### config.mk
export PLATFORM = sky130hd
export DESIGN_NAME = vga_cell_mem_arbiter_flat
export DESIGN_NICKNAME = d
export VERILOG_FILES = /design/src/rtl/vga_cell_mem_arbiter_if.sv /design/src/rtl/vga_cell_mem_arbiter.sv /design/src/flat_wrapper.sv
export SDC_FILE = /design/constraint.sdc
export NUM_CORES = 1
export LEC_CHECK = 0
export CORE_ASPECT_RATIO = 0.75
export CORE_UTILIZATION = 31
export CTS_BUF_LIST = sky130_fd_sc_hd__clkbuf_16
export DETAILED_ROUTE_END_ITERATION = 8
export HOLD_SLACK_MARGIN = 0.1
export PLACE_DENSITY = 0.84
export SLEW_MARGIN = 10
export SYNTH_ARGS = -nofsm -noshare
export SYNTH_HDL_FRONTEND = slang
export SYNTH_SLANG_ARGS = --single-unit
### constraint.sdc
create_clock -name clk -period 1.4 [get_ports clk]
set_input_delay 0.21 -clock clk [delete_from_list [all_inputs] [get_ports clk]]
set_output_delay 0.21 -clock clk [all_outputs]
set_load 0.02 [all_outputs]
### src/rtl/vga_cell_mem_arbiter_if.sv
// Cell memory arbiter bus: timing line, scan-out read port, engine
// request/access port and the registered RAM port. MEM_W is ADDR_W for a
// single bank build and ADDR_W+1 when CELL_DBUF_EN is defined.
interface vga_cell_mem_arbiter_if #(
  parameter int ADDR_W = 13,
  parameter int MEM_W  = ADDR_W
);
  logic [11:0]       vCount;
  logic              disp_re;
  logic [ADDR_W-1:0] disp_addr;
  logic              disp_valid;
  logic              eng_req;
  logic              eng_done;
  logic [ADDR_W-1:0] eng_addr;
  logic              eng_we;
  logic              eng_wdata;
  logic              eng_grant;
  logic              eng_abort;
  logic [MEM_W-1:0]  mem_addr;
  logic              mem_we;
  logic              mem_wdata;
  logic              bank_sel;

  // The arbiter side: takes requests and timing, drives grant and RAM port.
  modport slave (
    input  vCount, disp_re, disp_addr, eng_req, eng_done,
           eng_addr, eng_we, eng_wdata,
    output disp_valid, eng_grant, eng_abort, mem_addr, mem_we,
           mem_wdata, bank_sel
  );

  // The requester side: timing counters, scan-out and update engine.
  modport master (
    output vCount, disp_re, disp_addr, eng_req, eng_done,
           eng_addr, eng_we, eng_wdata,
    input  disp_valid, eng_grant, eng_abort, mem_addr, mem_we,
           mem_wdata, bank_sel
  );
endinterface

### src/rtl/vga_cell_mem_arbiter.sv
// vga_cell_mem_arbiter: shares the single-port cell RAM between VGA
// scan-out (default owner) and the Game-of-Life update engine, which is
// granted the port only inside the vertical-blanking window. A pass that
// overruns the window is aborted.
// Optional feature macro: CELL_DBUF_EN (double-buffered cell memory; the
// engine writes the bank not being displayed and the banks swap after a
// completed pass).
module vga_cell_mem_arbiter #(
  parameter int VPIXEL      = 480,
  parameter int V_TOTAL     = 525,
  parameter int GUARD_LINES = 2,
  parameter int ADDR_W      = 13
) (
  input  logic                 clk,
  input  logic                 reset,
  vga_cell_mem_arbiter_if.slave bus
);

`ifdef CELL_DBUF_EN
  localparam int MEM_W = ADDR_W + 1;
`else
  localparam int MEM_W = ADDR_W;
`endif

  // Window bounds as line numbers; the window closes GUARD_LINES before the
  // frame wraps so a running pass is stopped before scan-out resumes.
  localparam logic [11:0] WIN_OPEN  = 12'(VPIXEL);
  localparam logic [11:0] WIN_CLOSE = 12'(V_TOTAL - GUARD_LINES);

  typedef enum logic [1:0] {
    IDLE,
    GRANT,
    RELEASE
  } state_t;

  state_t           state;
  logic             in_window;
  logic             eng_grant;
  logic             eng_abort;
  logic             bank_sel;
  logic             rd_stage;
  logic             disp_valid;
  logic [MEM_W-1:0] mem_addr;
  logic             mem_we;
  logic             mem_wdata;
  logic [MEM_W-1:0] eng_full_addr;
  logic [MEM_W-1:0] disp_full_addr;

  assign in_window = (bus.vCount >= WIN_OPEN) && (bus.vCount < WIN_CLOSE);

`ifdef CELL_DBUF_EN
  // Engine works on the hidden bank, scan-out reads the displayed one.
  assign eng_full_addr  = {~bank_sel, bus.eng_addr};
  assign disp_full_addr = { bank_sel, bus.disp_addr};
`else
  // One shared bank; bank select is meaningless and held low.
  assign eng_full_addr  = bus.eng_addr;
  assign disp_full_addr = bus.disp_addr;
  assign bank_sel       = 1'b0;
`endif

  // Grant FSM with registered grant/abort; a completed pass also swaps banks.
  always_ff @(posedge clk) begin
    if (reset) begin
      state     <= IDLE;
      eng_grant <= 1'b0;
      eng_abort <= 1'b0;
`ifdef CELL_DBUF_EN
      bank_sel  <= 1'b0;
`endif
    end else begin
      eng_abort <= 1'b0;
      case (state)
        IDLE: begin
          if (bus.eng_req && in_window) begin
            state     <= GRANT;
            eng_grant <= 1'b1;
          end
        end
        GRANT: begin
          if (bus.eng_done) begin
            state     <= RELEASE;
            eng_grant <= 1'b0;
`ifdef CELL_DBUF_EN
            bank_sel  <= ~bank_sel;
`endif
          end else if (!in_window) begin
            state     <= RELEASE;
            eng_grant <= 1'b0;
            eng_abort <= 1'b1;
          end else if (!bus.eng_req) begin
            state     <= RELEASE;
            eng_grant <= 1'b0;
          end
        end
        RELEASE: begin
          state <= IDLE;
        end
        default: begin
          state     <= IDLE;
          eng_grant <= 1'b0;
        end
      endcase
    end
  end

  // Registered RAM port mux; writes are only possible while the grant is held.
  always_ff @(posedge clk) begin
    if (reset) begin
      mem_addr  <= '0;
      mem_we    <= 1'b0;
      mem_wdata <= 1'b0;
    end else if (eng_grant) begin
      mem_addr  <= eng_full_addr;
      mem_we    <= bus.eng_we;
      mem_wdata <= bus.eng_wdata;
    end else begin
      mem_addr  <= disp_full_addr;
      mem_we    <= 1'b0;
      mem_wdata <= 1'b0;
    end
  end

  // Two-stage read tracker: address register, then RAM output cycle.
  always_ff @(posedge clk) begin
    if (reset) begin
      rd_stage   <= 1'b0;
      disp_valid <= 1'b0;
    end else begin
      rd_stage   <= bus.disp_re & ~eng_grant;
      disp_valid <= rd_stage;
    end
  end

  assign bus.eng_grant  = eng_grant;
  assign bus.eng_abort  = eng_abort;
  assign bus.bank_sel   = bank_sel;
  assign bus.mem_addr   = mem_addr;
  assign bus.mem_we     = mem_we;
  assign bus.mem_wdata  = mem_wdata;
  assign bus.disp_valid = disp_valid;

endmodule

### src/flat_wrapper.sv
// flat-port wrapper written by rule: the top's interface ports become plain ports
module vga_cell_mem_arbiter_flat 
#(
  parameter int VPIXEL      = 480,
  parameter int V_TOTAL     = 525,
  parameter int GUARD_LINES = 2,
  parameter int ADDR_W      = 13
)
  (clk, reset, bus_vCount, bus_disp_re, bus_disp_addr, bus_eng_req, bus_eng_done, bus_eng_addr, bus_eng_we, bus_eng_wdata, bus_disp_valid, bus_eng_grant, bus_eng_abort, bus_mem_addr, bus_mem_we, bus_mem_wdata, bus_bank_sel);
  vga_cell_mem_arbiter_if #(.ADDR_W(ADDR_W), .MEM_W((13))) bus_i ();
  input  logic clk;
  input  logic reset;
  input wire logic [$bits(bus_i.vCount)-1:0] bus_vCount;
  input wire logic [$bits(bus_i.disp_re)-1:0] bus_disp_re;
  input wire logic [$bits(bus_i.disp_addr)-1:0] bus_disp_addr;
  input wire logic [$bits(bus_i.eng_req)-1:0] bus_eng_req;
  input wire logic [$bits(bus_i.eng_done)-1:0] bus_eng_done;
  input wire logic [$bits(bus_i.eng_addr)-1:0] bus_eng_addr;
  input wire logic [$bits(bus_i.eng_we)-1:0] bus_eng_we;
  input wire logic [$bits(bus_i.eng_wdata)-1:0] bus_eng_wdata;
  output wire logic [$bits(bus_i.disp_valid)-1:0] bus_disp_valid;
  output wire logic [$bits(bus_i.eng_grant)-1:0] bus_eng_grant;
  output wire logic [$bits(bus_i.eng_abort)-1:0] bus_eng_abort;
  output wire logic [$bits(bus_i.mem_addr)-1:0] bus_mem_addr;
  output wire logic [$bits(bus_i.mem_we)-1:0] bus_mem_we;
  output wire logic [$bits(bus_i.mem_wdata)-1:0] bus_mem_wdata;
  output wire logic [$bits(bus_i.bank_sel)-1:0] bus_bank_sel;
  assign bus_i.vCount = bus_vCount;
  assign bus_i.disp_re = bus_disp_re;
  assign bus_i.disp_addr = bus_disp_addr;
  assign bus_i.eng_req = bus_eng_req;
  assign bus_i.eng_done = bus_eng_done;
  assign bus_i.eng_addr = bus_eng_addr;
  assign bus_i.eng_we = bus_eng_we;
  assign bus_i.eng_wdata = bus_eng_wdata;
  assign bus_disp_valid = bus_i.disp_valid;
  assign bus_eng_grant = bus_i.eng_grant;
  assign bus_eng_abort = bus_i.eng_abort;
  assign bus_mem_addr = bus_i.mem_addr;
  assign bus_mem_we = bus_i.mem_we;
  assign bus_mem_wdata = bus_i.mem_wdata;
  assign bus_bank_sel = bus_i.bank_sel;
  vga_cell_mem_arbiter #(.VPIXEL(VPIXEL), .V_TOTAL(V_TOTAL), .GUARD_LINES(GUARD_LINES), .ADDR_W(ADDR_W)) u_core (.clk(clk), .reset(reset), .bus(bus_i));
endmodule
== After elaboration in Yosys (flattened, before gate mapping) ==
Index checks and enable logic that the tools add are counted.
W data, S select, Z words.

* $lt $le $gt $ge: 2
* Equal/unequal tests: 4
* Multiplexer cells: 12
* Bitwise operators: 4
* Reduce and logical (&&, ||, !) cells: 7

{| class="wikitable"
|+ Operator list
! kind !! count
|-
| $mux W13 || 1
|-
| $ge A12 B9 Y1 const B || 1
|-
| $lt A12 B10 Y1 const B || 1
|-
| $mux W2 || 4
|-
| $mux W1 || 5
|-
| $ne A4 B4 Y1 const B || 1
|-
| $pmux W2 S2 || 1
|-
| $not A1 Y1 || 3
|-
| $pmux W1 S3 || 1
|-
| $reduce_and A3 Y1 || 1
|-
| $reduce_or A3 Y1 || 1
|-
| $eq A2 B1 Y1 const B || 1
|-
| $eq A2 B2 Y1 const B || 1
|-
| $logic_and A1 B1 Y1 || 2
|-
| $logic_not A2 Y1 || 1
|-
| $ne A2 B1 Y1 const B || 1
|-
| $reduce_and A2 Y1 || 1
|-
| $reduce_or A2 Y1 || 1
|-
| $and A1 B1 Y1 || 1
|}

* Register bits: 21
* Input bits: 45
* Output and inout bits: 19

== Logic depth before layout (Yosys ltp) ==
Gate-level depths: netlist (run 1).

* Depth after elaboration: 5
* Depth in mapped cells: 4
* Mapped depth without buffers: 4

== Worst setup path after synthesis (run 1) ==
No wires, ideal clock.

* Path type: register to register
* Start: register u_core.eng_grant (netlist: u_core.bus.eng_grant)
* End: register u_core.mem_addr[0] (netlist: u_core.bus.mem_addr[0])
* Setup time: 0.128 ns
* Data arrival time: 1.074 ns
* Setup slack: 0.198 ns
* Cell stages (with the launch flop): 5
* Period minus slack after synthesis: 1.202 ns
* Path through: dfxtp_1 buf_2 buf_4 mux2i_1 nor2_1

* Word-level cells in the longest chain between the ends: 1

{| class="wikitable"
|+ Ends and longest elaborated chain
! element !! line !! source
|-
| from (decl) || vga_cell_mem_arbiter.sv:38 || <nowiki>logic eng_grant;</nowiki>
|-
| from (signal assigned) || vga_cell_mem_arbiter.sv:66 || <nowiki>eng_grant <= 1'b0;</nowiki>
|-
| from (signal assigned) || vga_cell_mem_arbiter.sv:77 || <nowiki>eng_grant <= 1'b1;</nowiki>
|-
| from (signal assigned) || vga_cell_mem_arbiter.sv:83 || <nowiki>eng_grant <= 1'b0;</nowiki>
|-
| $mux W13 || vga_cell_mem_arbiter.sv:113 || <nowiki>end else if (eng_grant) begin</nowiki>
|-
| to (signal assigned) || vga_cell_mem_arbiter.sv:114 || <nowiki>mem_addr <= eng_full_addr;</nowiki>
|-
| to (signal assigned) || vga_cell_mem_arbiter.sv:118 || <nowiki>mem_addr <= disp_full_addr;</nowiki>
|-
| to (decl) || vga_cell_mem_arbiter.sv:43 || <nowiki>logic [MEM_W-1:0] mem_addr;</nowiki>
|}

No other way between the ends.
A chain may end at the register's enable or synchronous reset.

== Worst setup path after layout (run 1) ==
* Start: register u_core.mem_we (netlist: u_core.bus.mem_we)
* End: output port bus_mem_we

{| class="wikitable"
|+ RTL lines
! element !! line !! source
|-
| from (decl) || vga_cell_mem_arbiter.sv:44 || <nowiki>logic mem_we;</nowiki>
|-
| from (signal assigned) || vga_cell_mem_arbiter.sv:115 || <nowiki>mem_we <= bus.eng_we;</nowiki>
|-
| to (decl) || flat_wrapper.sv:25 || <nowiki>output wire logic [$bits(bus_i.mem_we)-1:0] bus_mem_we;</nowiki>
|}

No word-level cell between the ends.

==> run summary, run 1 <==
==================================================================================================
Result of the run                                                                     finished, final reports clean
Detail-routed net length per standard cell                                                11.70 um
Post-CTS setup-driven buffer insertion count                                                     0
Switching power share of the total                                                          19.73%
Max-slew violations                                                                              0
Clock tree from TritonCTS                                                                    built
Switching component of the power                                                         0.2875 mW
Root cell of the clock tree                                                              clkbuf_16
Number of standard-cell rows in the floorplan                                                   15
Share of synthesized flip-flops with an asynchronous set or reset                               0%
Cell area reported after detailed placement                                              1445 um^2
Number of optimization iterations in the first detailed-route pass                               4
Area of the multi-input gates                                                           327.8 um^2
Arrival time of data at the critical path endpoint                                         1160 ps
Unrepaired setup endpoints after global routing                                                 no
Post-Syn Instances                                                                              77
Crit path capture type                                                                primary output
Total power per unit cell area                                                        951.3 nW/um^2
Cts bufs inserted                                                                                3
Initial cell density of the core                                                            33.60%
Number of nets still failing antenna checks after routing                                        0
Worst Setup Start Kind                                                                        flop
Critical path class                                                                   flop to primary output
Endpoint required time on the critical path                                                1190 ps
Synth top area cells                                                                  dfxtp_1 (53%), mux2i_1 (17%), nor2_1 (6.7%), nor3b_1 (3.8%), nor4b_2 (3.8%)
Synthesized Nets                                                                               122
Antenna violations before repair                                                                 0
Critical Path Slowest Stage Cell                                                      clkdlybuf4s50_1
Number of buffer cells added on primary ports                                                   62
CP Launch Point                                                                       u_core.bus.mem_we$_SDFF_PP0_
Final min period                                                                           1368 ps
Final setup violation count                                                                      0
H-tree depth                                                                                     1
Top-area cell type share of the netlist area                                                53.33%
First-pass GRT wire length                                                                 3256 um
Overall global routing resource usage                                                       17.13%
Post-Syn Area                                                                           788.3 um^2
Mean post-synth cell area                                                               10.24 um^2
Share of post-route cells with drive strength above 1                                       7.801%
Highest attainable clock frequency                                                      0.7312 GHz
Number of sinks handled by clock tree synthesis                                                 21
List of most frequent post-synthesis cells                                            dfxtp_1 (21), nor2_1 (14), mux2i_1 (13)
Vias                                                                                           786
CTS max path bufs                                                                                2
Buffers & Inverters on Critical Path                                                             1
Clk Latency, worst-skew pair                                                                250 ps
Final total negative setup slack                                                              0 ps
Seq/Total Area, Yosys                                                                       53.33%
Warning count from the yosys run                                                                 0
Maximum ir drop on the vdd rail                                                          0.4783 mV
Worst stage delay on the critical path                                                      610 ps
Max Cap Viol                                                                                     0
Min-Delay Startpoint                                                                  u_core.rd_stage$_SDFF_PP0_
Via count of the first global-routing pass                                                     797
Vias per inst                                                                                4.491
Max FO, Critical Path                                                                            1
Remaining routing DRC violations                                                                 0
Antenna fix cells                                                                                0
Main flop type after synthesis                                                             dfxtp_1
Number of design-rule violations left by the first detailed-router iteration                     5
Routed WL                                                                                  2047 um
Overflow after GRT                                                                               0
Number of hold violations in the final report                                                    0
Area of all sequential standard cells                                                   420.4 um^2
Worst hold path type                                                                  flop to flop
Weighted congestion reported at the end of routability-driven placement                     0.7037
Placeable Area                                                                           2346 um^2
Clk pwr share                                                                                39.9%
Die height                                                                                45.67 um
CP Cell Sequence                                                                      clkdlybuf4s50_1
Synth unique cells                                                                              22
Clock transition time at the flip-flop clock pins of the worst setup and hold paths          50 ps
Top-level port count                                                                            64
Cell internal power dissipation                                                           1.169 mW
CP delay by family, top                                                               buffers and inverters
Sequential Power Share                                                                       43.1%
Floorplan die width                                                                       60.23 um
Fin area                                                                                 1531 um^2
Cell with the most instances after synthesis                                               dfxtp_1
Count of flip-flops with a built-in enable after synthesis                                       0
Cell type with the largest total area after synthesis                                      dfxtp_1
Crit share post-route                                                                       97.69%
Synthesis-stage register bit count                                                              21
Area of the die                                                                          2750 um^2
Clock Skew                                                                                2.988 ps
Count of nets after finishing                                                                  187
Filler cell count in the final layout                                                          206
Area growth from synthesis to layout                                                        94.29%
Leak Pwr                                                                                 0.6123 nW
Combinational power share                                                                    17.1%
Startpoint of the most critical register-to-register path                             u_core.bus.eng_grant$_SDFFE_PP0P_
Largest net degree at the start of global routing                                               16
==================================================================================================
==> through the flow <==
step           cells  hold slack [ps]  power (mW)  util [%]  worst slack, ps
5_1_grt          175            466.8       1.516     65.28            1.732
6_report         175            442.7       1.457     65.28            32.37
3_3_place_gp     171            421.6      0.8858     61.60           -5.215
4_1_cts          175            452.0       1.468     64.96            1.283
3_5_place_dp     171            423.7      0.8925     61.60           -123.8
2_1_floorplan     77            288.0      0.7123         -            198.0
==> routing by layer <==
metal	up-vias	global-route usage (%)	share of wire, %
li1	391	-	-
met1	342	14.78	34
met2	42	33.41	54
met3	11	5.966	7.1
met4	0	11.16	5.0
met5	-	0	0
==> power groups by stage <==
stage                     logic, mW  clock network (mW)  registers, mW
after floorplan              0.0430                   0          0.669
after detailed placement      0.252                   0          0.640
after global routing          0.267               0.620          0.629
final                         0.249               0.581          0.627
after CTS                     0.252               0.588          0.628
after global placement        0.246                   0          0.640
==> placed cells by master, fill, tap and decap left out <==
master | netlist | routed
mux2i_1 | 13 | 13
a31oi_1 | 1 | 1
clkinv_2 | 0 | 1
clkbuf_16 | 0 | 3
nor2b_1 | 1 | 1
nor4b_2 | 2 | 2
nor2_1 | 14 | 14
nor3_1 | 2 | 2
dfxtp_1 | 21 | 21
inv_1 | 1 | 1
dlymetal6s2s_1 | 0 | 3
inv_2 | 2 | 2
and4_1 | 1 | 1
o21ai_0 | 1 | 1
a31o_1 | 1 | 1
o211ai_1 | 1 | 1
nor4_1 | 1 | 1
nor3b_1 | 4 | 4
clkdlybuf4s50_1 | 0 | 58
nand2_1 | 3 | 3
dlygate4sd2_1 | 0 | 1
buf_4 | 2 | 3
conb_1 | 1 | 1
a21oi_1 | 1 | 1
nand4_1 | 1 | 1
==> cell families (layout without fill, tap and decap cells) <==
group           after synthesis  count (layout)  synth area share [%]
other cells                   1               1                0.4757
flops                        21              21                 53.33
simple gates                 29              29                 20.48
compound gates                5               5                 4.127
buf+inv                       8              72                 5.078
mux                          13              13                 16.51
==> worst reg2reg max path: stages, from the launching register on <==
cell and delay (ps):
dfxtp_1 320, buf_4 270, inv_2 100, nor3_1 210
a31o_1 120
==> registers in the layout, indices dropped and copies added, names as in the netlist <==
register,flops
u_core.bus.disp_valid,1
u_core.bus.eng_abort,1
u_core.bus.eng_grant,1
u_core.bus.mem_addr,13
u_core.bus.mem_wdata,1
u_core.bus.mem_we,1
u_core.rd_stage,1
u_core.state,2
==> path summary, 6_finish.rpt <==
check	slack, ps	end	depth (start not counted)
worst max-delay path	30	bus_mem_we	1
worst min-delay path	440	u_core.bus.disp_valid$_SDFF_PP0_	1
worst max register to register	330	u_core.bus.eng_grant$_SDFFE_PP0P_	4
worst min register to register	440	u_core.bus.disp_valid$_SDFF_PP0_	1
==> layout make-up <==
type / instances / area share, %
Timing Repair Buffer: 65 / 42.40
Sequential cell: 21 / 27.45
Multi-Input combinational cell: 48 / 21.41
Clock buffer: 3 / 4.902
Tap cell: 34 / 2.778
Inverter: 3 / 0.7353
Clock inverter: 1 / 0.3268
==> repair_timing <==
| action | CTS | global route |
|---|---|---|
| endpoints found under the setup margin | 1 | 3 |
| hold buffers | 0 | 0 |
| gates cloned | 0 | 0 |
| resized for setup | 1 | 3 |
(Power assumes the default switching activity.)
==> run 2, diff against run 1 <==
- clock period: 1.4 -> 1.5 ns (I/O delays scaled with it)
==> run summary, run 2 (same netlist as run 1, synthesis figures left out) <==
==================================================================================================
Result of the run                                                                     finished, final reports clean
Detailed route wirelength on metal3                                                         147 um   +1.4%
Max Cap Viol                                                                                     0   unchanged
Detail-routed net length per standard cell                                                11.70 um   about the same
Post-CTS setup-driven buffer insertion count                                                     0   unchanged
Instance count on the critical path                                                              1   unchanged
Cell area reported after detailed placement                                              1445 um^2   unchanged
CTS max path bufs                                                                                2   unchanged
Worst stage delay on the critical path                                                      620 ps   about the same
Weighted congestion reported at the end of routability-driven placement                     0.7037   unchanged
Die height                                                                                45.67 um   unchanged
Critical Path Slowest Stage Cell                                                      clkdlybuf4s50_1
Crit path to                                                                          bus_eng_grant
Tightest hold margin                                                                      442.7 ps   +0.01000 ps
CP Cell Sequence                                                                      clkdlybuf4s50_1
Overflow after GRT                                                                               0   unchanged
Area growth from synthesis to layout                                                        93.49%
Switching power share of the total                                                          19.74%   about the same
Overall global routing resource usage                                                       17.13%   unchanged
Crit share post-route                                                                       94.43%
Fin area                                                                                 1525 um^2   -0.41%
Top-level port count                                                                            64   unchanged
Crit path capture type                                                                primary output
Max FO, Critical Path                                                                            2   +1
Total power per unit cell area                                                        892.4 nW/um^2   -6.2%
Antenna violations before repair                                                                 0   unchanged
Number of buffer cells added on primary ports                                                   62   unchanged
Clock Skew                                                                                3.017 ps   +0.02859 ps
Reg2reg end                                                                           u_core.bus.eng_grant$_SDFFE_PP0P_
Antenna fix cells                                                                                0   unchanged
Regs by FF count                                                                      u_core.bus.mem_addr: 13 flops, u_core.state: 2 flops
CP delay by family, top                                                               buffers and inverters
Via count of the first global-routing pass                                                     797   unchanged
Placeable Area                                                                           2346 um^2   unchanged
Startpoint of the most critical register-to-register path                             u_core.bus.eng_grant$_SDFFE_PP0P_
Remaining routing DRC violations                                                                 0   unchanged
Number of standard-cell rows in the floorplan                                                   15   unchanged
Switching component of the power                                                         0.2687 mW   -6.5%
Largest net degree at the start of global routing                                               16   unchanged
Path depth of the worst reg2reg path                                                             4   unchanged
Uppermost layer routed                                                                        met4
First-pass GRT wire length                                                                 3256 um   unchanged
Unrepaired setup endpoints after global routing                                                 no
Cell internal power dissipation                                                           1.092 mW   -6.6%
Detailed route wirelength on metal2                                                        1101 um   -0.27%
Area of the die                                                                          2750 um^2   unchanged
Initial cell density of the core                                                            33.60%   unchanged
Number of nets still failing antenna checks after routing                                        0   unchanged
Arrival time of data at the critical path endpoint                                         1190 ps   +30 ps
H-tree depth                                                                                     1   unchanged
Post-cts hold buffer count                                                                       0   unchanged
Cts bufs inserted                                                                                3   unchanged
Final setup violation count                                                                      0   unchanged
CP Launch Point                                                                       u_core.bus.eng_grant$_SDFFE_PP0P_
Final min period                                                                           1416 ps
Most common library cell in the layout ignoring fill and taps                         clkdlybuf4s50_1
Highest-count cells in the layout ignoring fill and taps                              clkdlybuf4s50_1 (62), dfxtp_1 (21), nor2_1 (14), mux2i_1 (13), nor3b_1 (4)
Leak Pwr                                                                                 0.5631 nW   -8.0%
Power after layout                                                                        1.361 mW   -6.6%
Floorplan die width                                                                       60.23 um   unchanged
Count of nets after finishing                                                                  187   unchanged
Root cell of the clock tree                                                              clkbuf_16
Post-cts sizing count                                                                            0   -1
Maximum ir drop on the vdd rail                                                          0.4467 mV   -6.6%
Max-slew violations                                                                              0   unchanged
Endpoint required time on the critical path                                                1270 ps   +80 ps
Vias                                                                                           785   -0.13%
Number of sinks handled by clock tree synthesis                                                 21   unchanged
Share of post-route cells with drive strength above 1                                       7.801%   unchanged
Clock tree from TritonCTS                                                                    built
Met1 wire length                                                                            698 um   +0.43%
Number of hold violations in the final report                                                    0   unchanged
Worst Setup Start Kind                                                                        flop
Number of design-rule violations left by the first detailed-router iteration                     5   unchanged
Critical path class                                                                   flop to primary output
Flip-flop count of the largest register after layout                                            13   unchanged
Register with the highest flop count                                                  u_core.bus.mem_addr
Minimum setup slack among reg-to-reg paths                                                  420 ps   +90 ps
Combinational power share                                                                    17.1%   about the same
Buffers & Inverters on Critical Path                                                             1   unchanged
Clk pwr share                                                                                39.8%   about the same
Routed WL                                                                                  2048 um   about the same
Highest attainable clock frequency                                                      0.7060 GHz
Number of optimization iterations in the first detailed-route pass                               4   unchanged
Sequential Power Share                                                                       43.0%   about the same
Clk Latency, worst-skew pair                                                                250 ps   about the same
Final Util                                                                                  65.01%   -0.27 points
Vias per inst                                                                                4.486   -0.13%
Worst hold path type                                                                  flop to flop
Clock transition time at the flip-flop clock pins of the worst setup and hold paths          50 ps   about the same
==================================================================================================
run 2: cell types whose count changed in the layout (fill, tap and decap cells not counted), sizes merged:
| cell | delta |
|---|---|
| dlygate4sd2 | -1 |
| dlymetal6s2s | -3 |
| clkdlybuf4s50 | +4 |
run 2: stage by stage:
| step | std cells | setup WS [ps] | setup TNS, ps |
|---|---|---|---|
| after floorplan | 77 | 298.0 | 0 |
| after global placement | 171 | 79.79 | 0 |
| after detailed placement | 171 | -38.76 | -38.76 |
| after CTS | 175 | 68.66 | 0 |
| after global routing | 175 | 56.30 | 0 |
| final | 175 | 83.61 | 0 |
run 2: worst min-delay path by stage:
stage / cells after the start / start / slack [ps] / end
detailed placement: 1 / u_core.rd_stage$_SDFF_PP0_ / 420 / u_core.bus.disp_valid$_SDFF_PP0_
CTS: 1 / u_core.rd_stage$_SDFF_PP0_ / 450 / u_core.bus.disp_valid$_SDFF_PP0_
global route: 1 / u_core.rd_stage$_SDFF_PP0_ / 470 / u_core.bus.disp_valid$_SDFF_PP0_
global placement: 1 / u_core.rd_stage$_SDFF_PP0_ / 420 / u_core.bus.disp_valid$_SDFF_PP0_
finish: 1 / u_core.rd_stage$_SDFF_PP0_ / 440 / u_core.bus.disp_valid$_SDFF_PP0_
floorplan: 1 / bus_eng_done / 300 / u_core.bus.eng_abort$_SDFF_PP0_
run 2: power by group through the flow:
stage	logic [mW]	registers, mW	clock network (mW)
finish	0.233	0.586	0.542
global route	0.250	0.587	0.579
detailed placement	0.235	0.598	0
CTS	0.236	0.586	0.548
floorplan	0.0401	0.625	0
global placement	0.230	0.597	0
run 2: cell type report:
class,instances,area (um^2)
Fill cell,208,820.8
Timing Repair Buffer,65,643.1
Sequential cell,21,420.4
Multi-Input combinational cell,48,327.8
Clock buffer,3,75.07
Tap cell,34,42.54
Inverter,3,11.26
Clock inverter,1,5.005
run 2: metal layers:
layer	GRT usage, %	up-vias
met5	0	-
met4	11.16	0
met3	5.966	11
met2	33.41	44
met1	14.78	340
li1	-	390
